### src/rtl/ibex_pkg.sv
// rtl/ibex_pkg.sv - shared types for the ibex instruction/data bus arbiter
package ibex_pkg;

    typedef enum logic {
        BusHostInstr = 1'b0,
        BusHostData  = 1'b1
    } bus_host_e;

    typedef enum logic {
        LockIdle   = 1'b0,
        LockLocked = 1'b1
    } bus_lock_e;

    localparam int unsigned BusMaxOutstandingMax = 4;

    function automatic bus_host_e bus_host_other(input bus_host_e host);
        return (host == BusHostInstr) ? BusHostData : BusHostInstr;
    endfunction

endpackage

### src/rtl/ibex_bus_arbiter_owner_fifo.sv
// rtl/ibex_bus_arbiter_owner_fifo.sv - in-order FIFO of host ids for granted, unanswered transactions
module ibex_bus_arbiter_owner_fifo
    import ibex_pkg::*;
#(
    parameter  int unsigned Depth = 2,
    localparam int unsigned PtrW  = (Depth > 1) ? $clog2(Depth) : 1,
    localparam int unsigned CntW  = $clog2(Depth + 1)
) (
    input  logic      clk_i,
    input  logic      rst_i,
    input  logic      push_i,
    input  bus_host_e push_host_i,
    input  logic      pop_i,
    output logic      full_o,
    output logic      empty_o,
    output bus_host_e head_o
);

    bus_host_e       r_mem [Depth];
    logic [PtrW-1:0] r_rd_ptr;
    logic [PtrW-1:0] r_wr_ptr;
    logic [CntW-1:0] r_count;

    logic w_full;
    logic w_empty;
    logic w_pop;
    logic w_push;

    function automatic logic [PtrW-1:0] next_ptr(input logic [PtrW-1:0] ptr);
        return (ptr == PtrW'(Depth - 1)) ? '0 : ptr + PtrW'(1);
    endfunction

    assign w_full  = (r_count == CntW'(Depth));
    assign w_empty = (r_count == '0);
    // A pop frees the slot a same-cycle push needs, so push is legal when full if popping.
    assign w_pop   = pop_i & ~w_empty;
    assign w_push  = push_i & (~w_full | w_pop);

    always_ff @(posedge clk_i) begin
        if (rst_i) begin
            r_rd_ptr <= '0;
            r_wr_ptr <= '0;
            r_count  <= '0;
        end else begin
            if (w_push) begin
                r_wr_ptr <= next_ptr(r_wr_ptr);
            end
            if (w_pop) begin
                r_rd_ptr <= next_ptr(r_rd_ptr);
            end
            if (w_push && !w_pop) begin
                r_count <= r_count + CntW'(1);
            end else if (w_pop && !w_push) begin
                r_count <= r_count - CntW'(1);
            end
        end
    end

    always_ff @(posedge clk_i) begin
        if (w_push) begin
            r_mem[r_wr_ptr] <= push_host_i;
        end
    end

    assign full_o  = w_full;
    assign empty_o = w_empty;
    assign head_o  = r_mem[r_rd_ptr];

endmodule

### src/rtl/ibex_bus_arbiter.sv
// rtl/ibex_bus_arbiter.sv - shares one req/gnt/rvalid device port between ibex instr and data hosts
module ibex_bus_arbiter
    import ibex_pkg::*;
#(
    parameter int unsigned MaxOutstanding = 2,
    parameter bit          DataPriority   = 1'b1
) (
    input  logic        clk_i,
    input  logic        rst_i,

    input  logic        instr_req_i,
    output logic        instr_gnt_o,
    output logic        instr_rvalid_o,
    input  logic [31:0] instr_addr_i,
    output logic [31:0] instr_rdata_o,
    output logic [6:0]  instr_rdata_intg_o,
    output logic        instr_err_o,

    input  logic        data_req_i,
    output logic        data_gnt_o,
    output logic        data_rvalid_o,
    input  logic        data_we_i,
    input  logic [3:0]  data_be_i,
    input  logic [31:0] data_addr_i,
    input  logic [31:0] data_wdata_i,
    input  logic [6:0]  data_wdata_intg_i,
    output logic [31:0] data_rdata_o,
    output logic [6:0]  data_rdata_intg_o,
    output logic        data_err_o,

    output logic        dev_req_o,
    output logic        dev_we_o,
    output logic [3:0]  dev_be_o,
    output logic [31:0] dev_addr_o,
    output logic [31:0] dev_wdata_o,
    output logic [6:0]  dev_wdata_intg_o,
    input  logic        dev_gnt_i,
    input  logic        dev_rvalid_i,
    input  logic        dev_err_i,
    input  logic [31:0] dev_rdata_i,
    input  logic [6:0]  dev_rdata_intg_i,

    output logic        resp_unexpected_o
);

    bus_lock_e r_lock_state;
    bus_lock_e w_lock_state_next;
    bus_host_e r_lock_owner;
    bus_host_e w_lock_owner_next;
    // Host that wins a round-robin tie next; it is always the one not granted last.
    bus_host_e r_rr_prio;
    logic      r_resp_unexpected;

    bus_host_e w_sel;
    bus_host_e w_head;
    logic      w_req_sel;
    logic      w_fifo_full;
    logic      w_fifo_empty;
    logic      w_pop;
    logic      w_dev_req;
    logic      w_grant;

    always_comb begin
        w_sel = r_rr_prio;
        if (r_lock_state == LockLocked) begin
            w_sel = r_lock_owner;
        end else if (instr_req_i && !data_req_i) begin
            w_sel = BusHostInstr;
        end else if (data_req_i && !instr_req_i) begin
            w_sel = BusHostData;
        end else if (instr_req_i && data_req_i) begin
            w_sel = DataPriority ? BusHostData : r_rr_prio;
        end
    end

    assign w_req_sel = (w_sel == BusHostData) ? data_req_i : instr_req_i;
    assign w_pop     = dev_rvalid_i & ~w_fifo_empty;
    // A response retiring this cycle frees a slot, so a full FIFO can still accept a grant.
    assign w_dev_req = w_req_sel & (~w_fifo_full | w_pop) & ~rst_i;
    assign w_grant   = w_dev_req & dev_gnt_i;

    always_comb begin
        w_lock_state_next = r_lock_state;
        w_lock_owner_next = r_lock_owner;
        case (r_lock_state)
            LockIdle: begin
                if (w_dev_req && !dev_gnt_i) begin
                    w_lock_state_next = LockLocked;
                    w_lock_owner_next = w_sel;
                end
            end
            LockLocked: begin
                if (w_grant) begin
                    w_lock_state_next = LockIdle;
                end
            end
            default: begin
                w_lock_state_next = LockIdle;
            end
        endcase
    end

    always_ff @(posedge clk_i) begin
        if (rst_i) begin
            r_lock_state <= LockIdle;
            r_lock_owner <= BusHostInstr;
        end else begin
            r_lock_state <= w_lock_state_next;
            r_lock_owner <= w_lock_owner_next;
        end
    end

    always_ff @(posedge clk_i) begin
        if (rst_i) begin
            r_rr_prio         <= BusHostInstr;
            r_resp_unexpected <= 1'b0;
        end else begin
            if (w_grant) begin
                r_rr_prio <= bus_host_other(w_sel);
            end
            if (dev_rvalid_i && w_fifo_empty) begin
                r_resp_unexpected <= 1'b1;
            end
        end
    end

    ibex_bus_arbiter_owner_fifo #(
        .Depth (MaxOutstanding)
    ) u_owner_fifo (
        .clk_i       (clk_i),
        .rst_i       (rst_i),
        .push_i      (w_grant),
        .push_host_i (w_sel),
        .pop_i       (dev_rvalid_i),
        .full_o      (w_fifo_full),
        .empty_o     (w_fifo_empty),
        .head_o      (w_head)
    );

    always_comb begin
        dev_we_o         = 1'b0;
        dev_be_o         = 4'hF;
        dev_addr_o       = instr_addr_i;
        dev_wdata_o      = 32'h0;
        dev_wdata_intg_o = 7'h0;
        if (w_sel == BusHostData) begin
            dev_we_o         = data_we_i;
            dev_be_o         = data_be_i;
            dev_addr_o       = data_addr_i;
            dev_wdata_o      = data_wdata_i;
            dev_wdata_intg_o = data_wdata_intg_i;
        end
    end

    assign dev_req_o      = w_dev_req;
    assign instr_gnt_o    = w_grant & (w_sel == BusHostInstr);
    assign data_gnt_o     = w_grant & (w_sel == BusHostData);
    assign instr_rvalid_o = w_pop & (w_head == BusHostInstr) & ~rst_i;
    assign data_rvalid_o  = w_pop & (w_head == BusHostData) & ~rst_i;

    assign instr_rdata_o      = dev_rdata_i;
    assign instr_rdata_intg_o = dev_rdata_intg_i;
    assign instr_err_o        = dev_err_i;
    assign data_rdata_o       = dev_rdata_i;
    assign data_rdata_intg_o  = dev_rdata_intg_i;
    assign data_err_o         = dev_err_i;

    assign resp_unexpected_o = r_resp_unexpected;

endmodule

### config.mk
export PLATFORM = sky130hd
export DESIGN_NAME = ibex_bus_arbiter
export DESIGN_NICKNAME = d
export VERILOG_FILES = /design/src/rtl/ibex_pkg.sv /design/src/rtl/ibex_bus_arbiter_owner_fifo.sv /design/src/rtl/ibex_bus_arbiter.sv
export SDC_FILE = /design/constraint.sdc
export NUM_CORES = 1
export LEC_CHECK = 0
export ABC_AREA = 1
export ABC_CLOCK_PERIOD_IN_PS = 1940
export BUFFER_PORTS_ARGS = -buffer_cell sky130_fd_sc_hd__buf_2
export CAP_MARGIN = 25
export CORE_AREA = 4 4 122 124
export DETAILED_ROUTE_END_ITERATION = 6
export DIE_AREA = 0 0 126 128
export MAX_ROUTING_LAYER = met4
export PLACE_DENSITY = 0.54
export SLEW_MARGIN = 15
export SYNTH_ARGS = -nofsm -noshare
export SYNTH_HDL_FRONTEND = slang
export SYNTH_HIERARCHICAL = 1
export SYNTH_SLANG_ARGS = --single-unit
### constraint.sdc
create_clock -name clk_i -period 1.94 [get_ports clk_i]
set_input_delay 0.388 -clock clk_i [delete_from_list [all_inputs] [get_ports clk_i]]
set_output_delay 0.388 -clock clk_i [all_outputs]
set_load 0.05 [all_outputs]
==> results of run 1 <==
-- cell usage after synthesis --
library cell	number	area, µm²
or2_2	4	25.0
nor2_1	57	214
inv_2	2	7.51
inv_1	59	221
nand2_2	2	12.5
nor3b_1	1	7.51
mux2_2	1	11.3
edfxtp_1	2	60.1
o21ai_0	1	5.00
a21oi_1	3	15.0
buf_2	8	40.0
nand2_1	115	432
a21oi_2	1	8.76
nand3_1	4	20.0
nand3_2	1	10.0
dfxtp_1	9	180
ha_1	1	12.5
buf_4	83	623
nand4_1	3	18.8
nand2_4	1	11.3
nor3_1	1	5.00
-- what timing repair did --
item	4_1_cts	5_1_grt
endpoints found under the setup margin	28	69
buffers inserted	0	2
gates cloned	0	1
gates resized for setup	28	75
pin swaps	1	5
-- worst max path at each step --
stage                                       start              to  slack [ns]  cells after the start
after floorplan                              flop  instr_rvalid_o       -0.15                      2
after global placement                instr_req_i  dev_addr_o[30]        0.03                     10
after detailed placement              instr_req_i  dev_addr_o[30]        0.04                     10
after CTS                                    flop   dev_addr_o[3]      0.0007                      8
after global routing                         flop  dev_addr_o[26]       -0.02                      7
final                     u_owner_fifo/r_count[1]       dev_req_o        0.06                      8
-- critical path: stages, from the launching register on --
cell and delay [ns]:
dfxtp_2 0.33, nor2_1 0.20, inv_1 0.08, nand2_2 0.11, a21oi_4 0.09, buf_4 0.15
nand2_1 0.07, inv_2 0.04, clkbuf_4 0.20
-- cells by family (layout without fill, tap and decap cells) --
family	after synthesis	in the layout
flip-flops	11	11
AND/OR/NAND/NOR	189	189
buffers and inverters	152	278
AO/OA/AOI/OAI	5	5
multiplexers	1	1
adder cells (fa/ha/maj)	1	1
-- power by group through the flow --
stage                     logic, mW  clock network [mW]  registers, mW
final                          2.32               0.378          0.309
after global routing           2.46               0.404          0.317
after CTS                      2.18               0.389          0.308
after detailed placement       2.11                   0          0.309
after global placement         2.11                   0          0.310
after floorplan                1.92                   0          0.319
-- per-layer routing --
layer / vias up / part of all wire, % / track usage [%]
li1: 1203 / - / -
met4: 0 / 2.4 / 2.08
met3: 28 / 15 / 3.96
met2: 174 / 50 / 14.6
met1: 972 / 33 / 8.18
met5: - / 0 / -
-- cells in the final DEF (no fill, tap or decap), types with 6 or more instances in the layout --
| master | Yosys | routed |
|---|---|---|
| nand2_1 | 115 | 112 |
| buf_2 | 8 | 131 |
| buf_12 | 0 | 6 |
| dfxtp_1 | 9 | 6 |
| clkbuf_4 | 0 | 19 |
| nor2_2 | 0 | 30 |
| buf_4 | 83 | 43 |
| buf_6 | 0 | 13 |
| inv_1 | 59 | 59 |
| nor2_1 | 57 | 26 |
-- stage by stage --
stage               total power, mW  area (µm²)  setup slack [ns]  TNS, ns
floorplan                      2.24        2020            -0.154   -0.154
global placement               2.42        2760            0.0342        0
detailed placement             2.42        2760            0.0444        0
CTS                            2.88        2910          0.000678        0
global route                   3.19        3120           -0.0245   -0.101
finish                         3.00        3120            0.0573        0
-- cell type report --
class | instances | area share [%]
Sequential cell | 11 | 7.82
Tap cell | 180 | 7.22
Timing Repair Buffer | 213 | 45.3
Clock buffer | 4 | 2.53
Multi-Input combinational cell | 196 | 29.8
Inverter | 61 | 7.42
==> run_results.csv, run 1 <==
group,metric,value,unit
setup_path,start_kind,"flop",
floorplan,io-pin-count,316,
setup_path,arrival,1.49,ns
logic_synthesis,synthDistinctLibCells,21,
logic_synthesis,ys_ff_latch,11,
floorplan,die-area,16100,µm²
timing,worstMarginPinSlew,0.265,ns
global_route,grt_antenna_before_repair,0,
final_layout,seqCellArea,244,µm²
logic_synthesis,synthAdderAreaFrac,0.645,%
timing,timing.final.crit_share,97.0,%
power,switchingPower,1.70,mW
timing,finalClockSkew,0.00131,ns
routing,wire_per_inst,11.5,µm
power,combPwrFrac,77.1,%
clock_network,clk_latency,0.24,ns
timing,rsz0062_at_grt,"true",
routing,via_count,2377,
power,p_leak,1.93,nW
clock_network,htree_levels,1,
clock_network,clkSinkCount,11,
logic_synthesis,synth-simple-area-share,38.9,%
final_layout,final_nets,641,
routing,vias_per_cell,3.57,
final_layout,finish.utilization,22.7,%
floorplan,core-area,13800,µm²
hold_path,min_path_cells,3,
global_route,grt_pass1_wl,10.6,mm
clock_network,hold_buffers,0,
final_layout,nFillCells,1553,
placement,post-dp-hpwl,6.41,mm
floorplan,start_util,14.1,%
setup_path,worstPathMaxFanout,4,
logic_synthesis,syn_nets,514,
final_layout,diodes,0,
clock_network,cts_tree,"built",
logic_synthesis,yosysSeqAreaShare,12.4,%
setup_path,reg2reg_to,"u_owner_fifo/r_count[1]",
logic_synthesis,synthMuxAreaShare,0.580,%
power,sequentialPowerShare,10.3,%
placement,dp_cells,658,
clock_network,clkTransAtPathRegs,0.04,ns
floorplan,die_y,128,µm
logic_synthesis,syn-cell-area,1940,µm²
timing,setup_viol,0,
setup_path,cp-end-kind,"primary output",
timing,max_freq,0.531,GHz
floorplan,rows,43,
routing,drc,0,
floorplan,die_x,126,µm
setup_path,crit_type,"reg2out",
clock_network,cts-root-buf,"clkbuf_16",
final_layout,multi_input_area,928,µm²
timing,finalMaxSlewViolations,0,
setup_path,worst_r2r_startpoint,"u_owner_fifo/r_count[1]",
setup_path,worstPathRequired,1.55,ns
status,status,"completed",
routing,drt_wl_total,7.66,mm
logic_synthesis,ys_warn_count,6,
hold_path,hold_class,"in2reg",
hold_path,min_to,"resp_unexpected_o",
logic_synthesis,synth_xor_xnor_area_share,0,%
setup_path,reg2regPathDepth,14,
final_layout,syn2layout_area_growth,60.8,%
logic_synthesis,synth_top_family_by_area,"buffers and inverters",
routing,drtIter0Drc,68,
logic_synthesis,synth_compound_area_share,1.48,%
power,power.internal,1.30,mW
timing,slew_headroom,82.4,%
routing,firstDrtPassIters,4,
global_route,grt_pass1_vias,2155,
clock_network,cts_buffer_depth,2,
power,clkPwrFrac,12.6,%
timing,worst_hold_slack,0.417,ns
global_route,grt_util_all_layers,8.24,%
power,powerDensity,962,nW/µm²
logic_synthesis,avgSynthCellArea,5.41,µm²
placement,portBuffers,195,
routing,ant_nets,0,
timing,fin_crit,1.88,ns
logic_synthesis,netlist_instances,359,
placement,gp_congestion,0.732,
global_route,gr-total-overflow,0,
hold_path,hold_start,"dev_rvalid_i",
setup_path,r2r_slack,0.16,ns
power,sw_frac_of_total,56.7,%
final_layout,layout-drive-gt1-share,54.8,%
clock_network,numCtsBuffers,3,
final_layout,layout.cells.non_filler,665,
global_route,grt_max_degree,27,
timing,hold_viol_final,0,
run,cap_violations,0,
power,peakVddDrop,0.000388,V
(Power assumes the default switching activity.)
==> run 2, diff against run 1 <==
--- a/config.mk
+++ b/config.mk
@@ -5,13 +5,12 @@
 export SDC_FILE = /design/constraint.sdc
 export NUM_CORES = 1
 export LEC_CHECK = 0
-export ABC_AREA = 1
 export ABC_CLOCK_PERIOD_IN_PS = 1940
 export BUFFER_PORTS_ARGS = -buffer_cell sky130_fd_sc_hd__buf_2
 export CAP_MARGIN = 25
-export CORE_AREA = 4 4 122 124
+export CORE_AREA = 4 4 121 123
 export DETAILED_ROUTE_END_ITERATION = 6
-export DIE_AREA = 0 0 126 128
+export DIE_AREA = 0 0 125 127
 export MAX_ROUTING_LAYER = met4
 export PLACE_DENSITY = 0.54
 export SLEW_MARGIN = 15
==> run 2 against run 1 <==
The flow now finishes with violations (setup timing). Register-to-register slack worse by 0.08 ns. Critical endpoint is now dev_addr_o[0]. Wire length is 13% higher. Critical path type unchanged. Clock power hardly changed. Combinational power is 32% higher. Sequential power is 17% higher. Non-clock buffer count is 9 higher. Worst setup slack worse by 0.15 ns. Sequential share of layout area is 1.1 points lower. Hold slack better by 0.057 ns. Largest power group unchanged. Critical path depth is 2 lower. Synthesized cell count is 38% lower. Die area is 1.6% lower.
==> run_results.csv, run 2 <==
group,metric,value,unit
setup_path,worst_r2r_startpoint,"u_owner_fifo/r_count[0]",
clock_network,clk_latency,0.24,ns
logic_synthesis,synth-simple-area-share,22.3,%
global_route,grt_pass1_wl,11.4,mm
floorplan,die_x,125,µm
routing,drt_wl_total,8.62,mm
logic_synthesis,syn-cell-area,1830,µm²
logic_synthesis,ys_warn_count,6,
timing,slew_headroom,78.9,%
floorplan,core-area,13700,µm²
setup_path,reg2regPathDepth,8,
logic_synthesis,netlist_instances,221,
clock_network,cts_buffer_depth,2,
clock_network,htree_levels,1,
setup_path,cp-end-kind,"primary output",
logic_synthesis,syn_nets,376,
timing,fin_crit,2.03,ns
final_layout,diodes,0,
clock_network,numCtsBuffers,3,
setup_path,slowest_delay,0.33,ns
setup_path,r2r_slack,0.08,ns
floorplan,die_y,127,µm
logic_synthesis,synth.largest_area_cell,"buf_4",
final_layout,syn2layout_area_growth,107,%
logic_synthesis,yosysSeqAreaShare,13.2,%
clock_network,clkSinkCount,11,
run,cap_violations,0,
timing,finalClockSkew,0.00188,ns
setup_path,reg2reg_to,"u_owner_fifo/r_count[1]",
final_layout,layout-drive-gt1-share,82.7,%
global_route,use_met1,10.8,%
global_route,grt_use_met3,2.38,%
routing,vias_per_cell,3.59,
final_layout,layout_common_cells,"118 x buf_2, 48 x buf_8, 33 x buf_6",
setup_path,critPathSlowestCell,"dfxtp_2",
timing,timing.final.crit_share,105,%
hold_path,hold_class,"in2reg",
logic_synthesis,async_flop_share,0,%
clock_network,cts_tree,"built",
clock_network,clkTransAtPathRegs,0.04,ns
logic_synthesis,synth_xor_xnor_area_share,1.44,%
placement,portBuffers,195,
final_layout,final_common_cell,"buf_2",
global_route,grt_util_all_layers,9.03,%
final_layout,layout.cells.non_filler,538,
logic_synthesis,ys_ff_latch,11,
power,p_leak,1.88,nW
power,combPwrFrac,80.6,%
setup_path,worstPathRequired,1.55,ns
timing,finalMaxSlewViolations,0,
global_route,busiest_layer,"met2",
timing,hold_viol_final,0,
floorplan,rows,43,
setup_path,crit_chain,"nor2b_4 -> a21oi_4 -> buf_12 -> buf_12 -> mux2_4 -> buf_6",
placement,dp_cells,520,
power,switchingPower,1.79,mW
floorplan,io-pin-count,316,
logic_synthesis,synth.most_common_cell,"buf_4",
power,clkPwrFrac,9.9,%
setup_path,start_kind,"flop",
setup_path,worstPathMaxFanout,8,
setup_path,cp_common_cell,"buf_12",
setup_path,crit_family,"buffers and inverters",
timing,fin_ws,-0.0918,ns
logic_synthesis,synthTopCellsByArea,"buf_4 34%, mux2_2 20%, and2_1 15%, dfxtp_1 9.9%, edfxtp_1 3.3%",
status,violations,"setup timing",
timing,worstMarginPinSlew,0.316,ns
global_route,grt_max_degree,39,
logic_synthesis,synthTopCellsByCount,"83 x buf_4, 43 x and2_1, 33 x mux2_2",
routing,drtIter0Drc,75,
routing,via_count,1934,
hold_path,hold_start,"dev_rvalid_i",
final_layout,final_nets,514,
routing,firstDrtPassIters,4,
hold_path,min_path_cells,3,
floorplan,die-area,15900,µm²
clock_network,cts-root-buf,"clkbuf_16",
placement,post-dp-hpwl,5.78,mm
logic_synthesis,synth_compound_area_share,4.66,%
timing,setup_viol,65,
power,sequentialPowerShare,9.6,%
placement,pre_cts_ws,-0.184,ns
setup_path,arrival,1.64,ns
placement,gp_congestion,0.698,
logic_synthesis,synthAdderAreaFrac,0.685,%
power,power.internal,2.00,mW
global_route,gr-total-overflow,0,
routing,ant_nets,0,
power,p_total,3.79,mW
logic_synthesis,avgSynthCellArea,8.26,µm²
timing,max_freq,0.492,GHz
floorplan,start_util,13.4,%
timing,setup_tns,-3.19,ns
logic_synthesis,synth_edf_count,2,
logic_synthesis,synthMuxAreaShare,22.1,%
setup_path,critPathBufInv,3,
power,sw_frac_of_total,47.2,%
routing,drc,0,
power,powerDensity,1010,nW/µm²
setup_path,crit_type,"reg2out",
routing,wire_per_inst,16.0,µm
status,status,"finished, violations left",
global_route,grt_pass1_vias,2015,
timing,rsz0062_at_grt,"true",
logic_synthesis,synth_top_area_share,34.1,%
logic_synthesis,synthDistinctLibCells,30,
logic_synthesis,ys.flop_type,"dfxtp_1",
logic_synthesis,synth_top_family_by_area,"buffers and inverters",
global_route,grtUsageMet2,14.6,%
power,peakVddDrop,0.000342,V
hold_path,min_to,"resp_unexpected_o",
global_route,grt_antenna_before_repair,0,
run 2: cell count changes after synthesis, sizes merged, moves of 5 or more:
cell / previous run / this run
and2: 0 / 43
buf: 91 / 84
clkbuf: 0 / 5
inv: 61 / 1
mux2: 1 / 34
nand2: 118 / 1
nand2b: 0 / 6
nand3: 5 / 0
nor2: 57 / 9
nor2b: 0 / 5
run 2: layer usage:
metal	up-vias	share of wire (%)
li1	911	-
met1	884	39
met2	106	50
met3	33	8.1
met4	0	3.1
met5	-	0
run 2: power by group through the flow:
stage          Sequential [mW]  Clock [mW]  Combinational [mW]
6_report                 0.363       0.375                3.06
5_1_grt                  0.370       0.389                3.20
4_1_cts                  0.349       0.381                2.69
3_5_place_dp             0.352           0                2.08
3_3_place_gp             0.351           0                2.08
2_1_floorplan            0.362           0                1.95
run 2: cell families (layout without fill, tap and decap cells):
| logic type | count (synthesis) | in the layout |
|---|---|---|
| flops | 11 | 11 |
| fa+ha+maj | 1 | 1 |
| xor+xnor | 3 | 3 |
| simple gates | 69 | 69 |
| compound gates | 11 | 11 |
| buf+inv | 90 | 227 |
| mux | 36 | 36 |
run 2: what timing repair did:
action                                  CTS  global route
endpoints found under the setup margin   45            77
pin swaps                                 0             8
cloned                                    3             3
buffers inserted                          3             5
hold buffers                              0             0
endpoints found under the hold margin     0             0
resized for setup                       176            98
run 2: layout make-up:
| class | count | area, µm² |
|---|---|---|
| clock buffer | 4 | 78.8 |
| fill | 1496 | 9890 |
| multi-input combinational | 120 | 1200 |
| inverter | 1 | 3.75 |
| timing repair buffer | 222 | 2010 |
| tap | 180 | 225 |
| sequential | 11 | 251 |
run 2: worst reg2reg max path: cells and delay by family, from the launching register on:
kind	cells	cell delay, ns
simple gates	4	0.73
compound gates	3	0.47
flops	1	0.38
fa+ha+maj	1	0.22
run 2: stage by stage:
step                utilization [%]  cell area [µm²]  hold WS (ns)
floorplan                         -             1890         0.451
global placement               19.0             2590         0.464
detailed placement             19.0             2590         0.471
CTS                            24.4             3340         0.474
global route                   27.6             3770         0.516
finish                         27.6             3770         0.474
run 2: worst max-delay path by stage:
stage,to,slack [ns],cells after the start
after CTS,dev_addr_o[31],-0.16,6
after global routing,dev_addr_o[0],-0.14,6
after detailed placement,dev_addr_o[0],-0.18,6
after global placement,dev_addr_o[0],-0.18,6
final,dev_addr_o[0],-0.09,6
after floorplan,u_owner_fifo/r_count[1],0.002,9
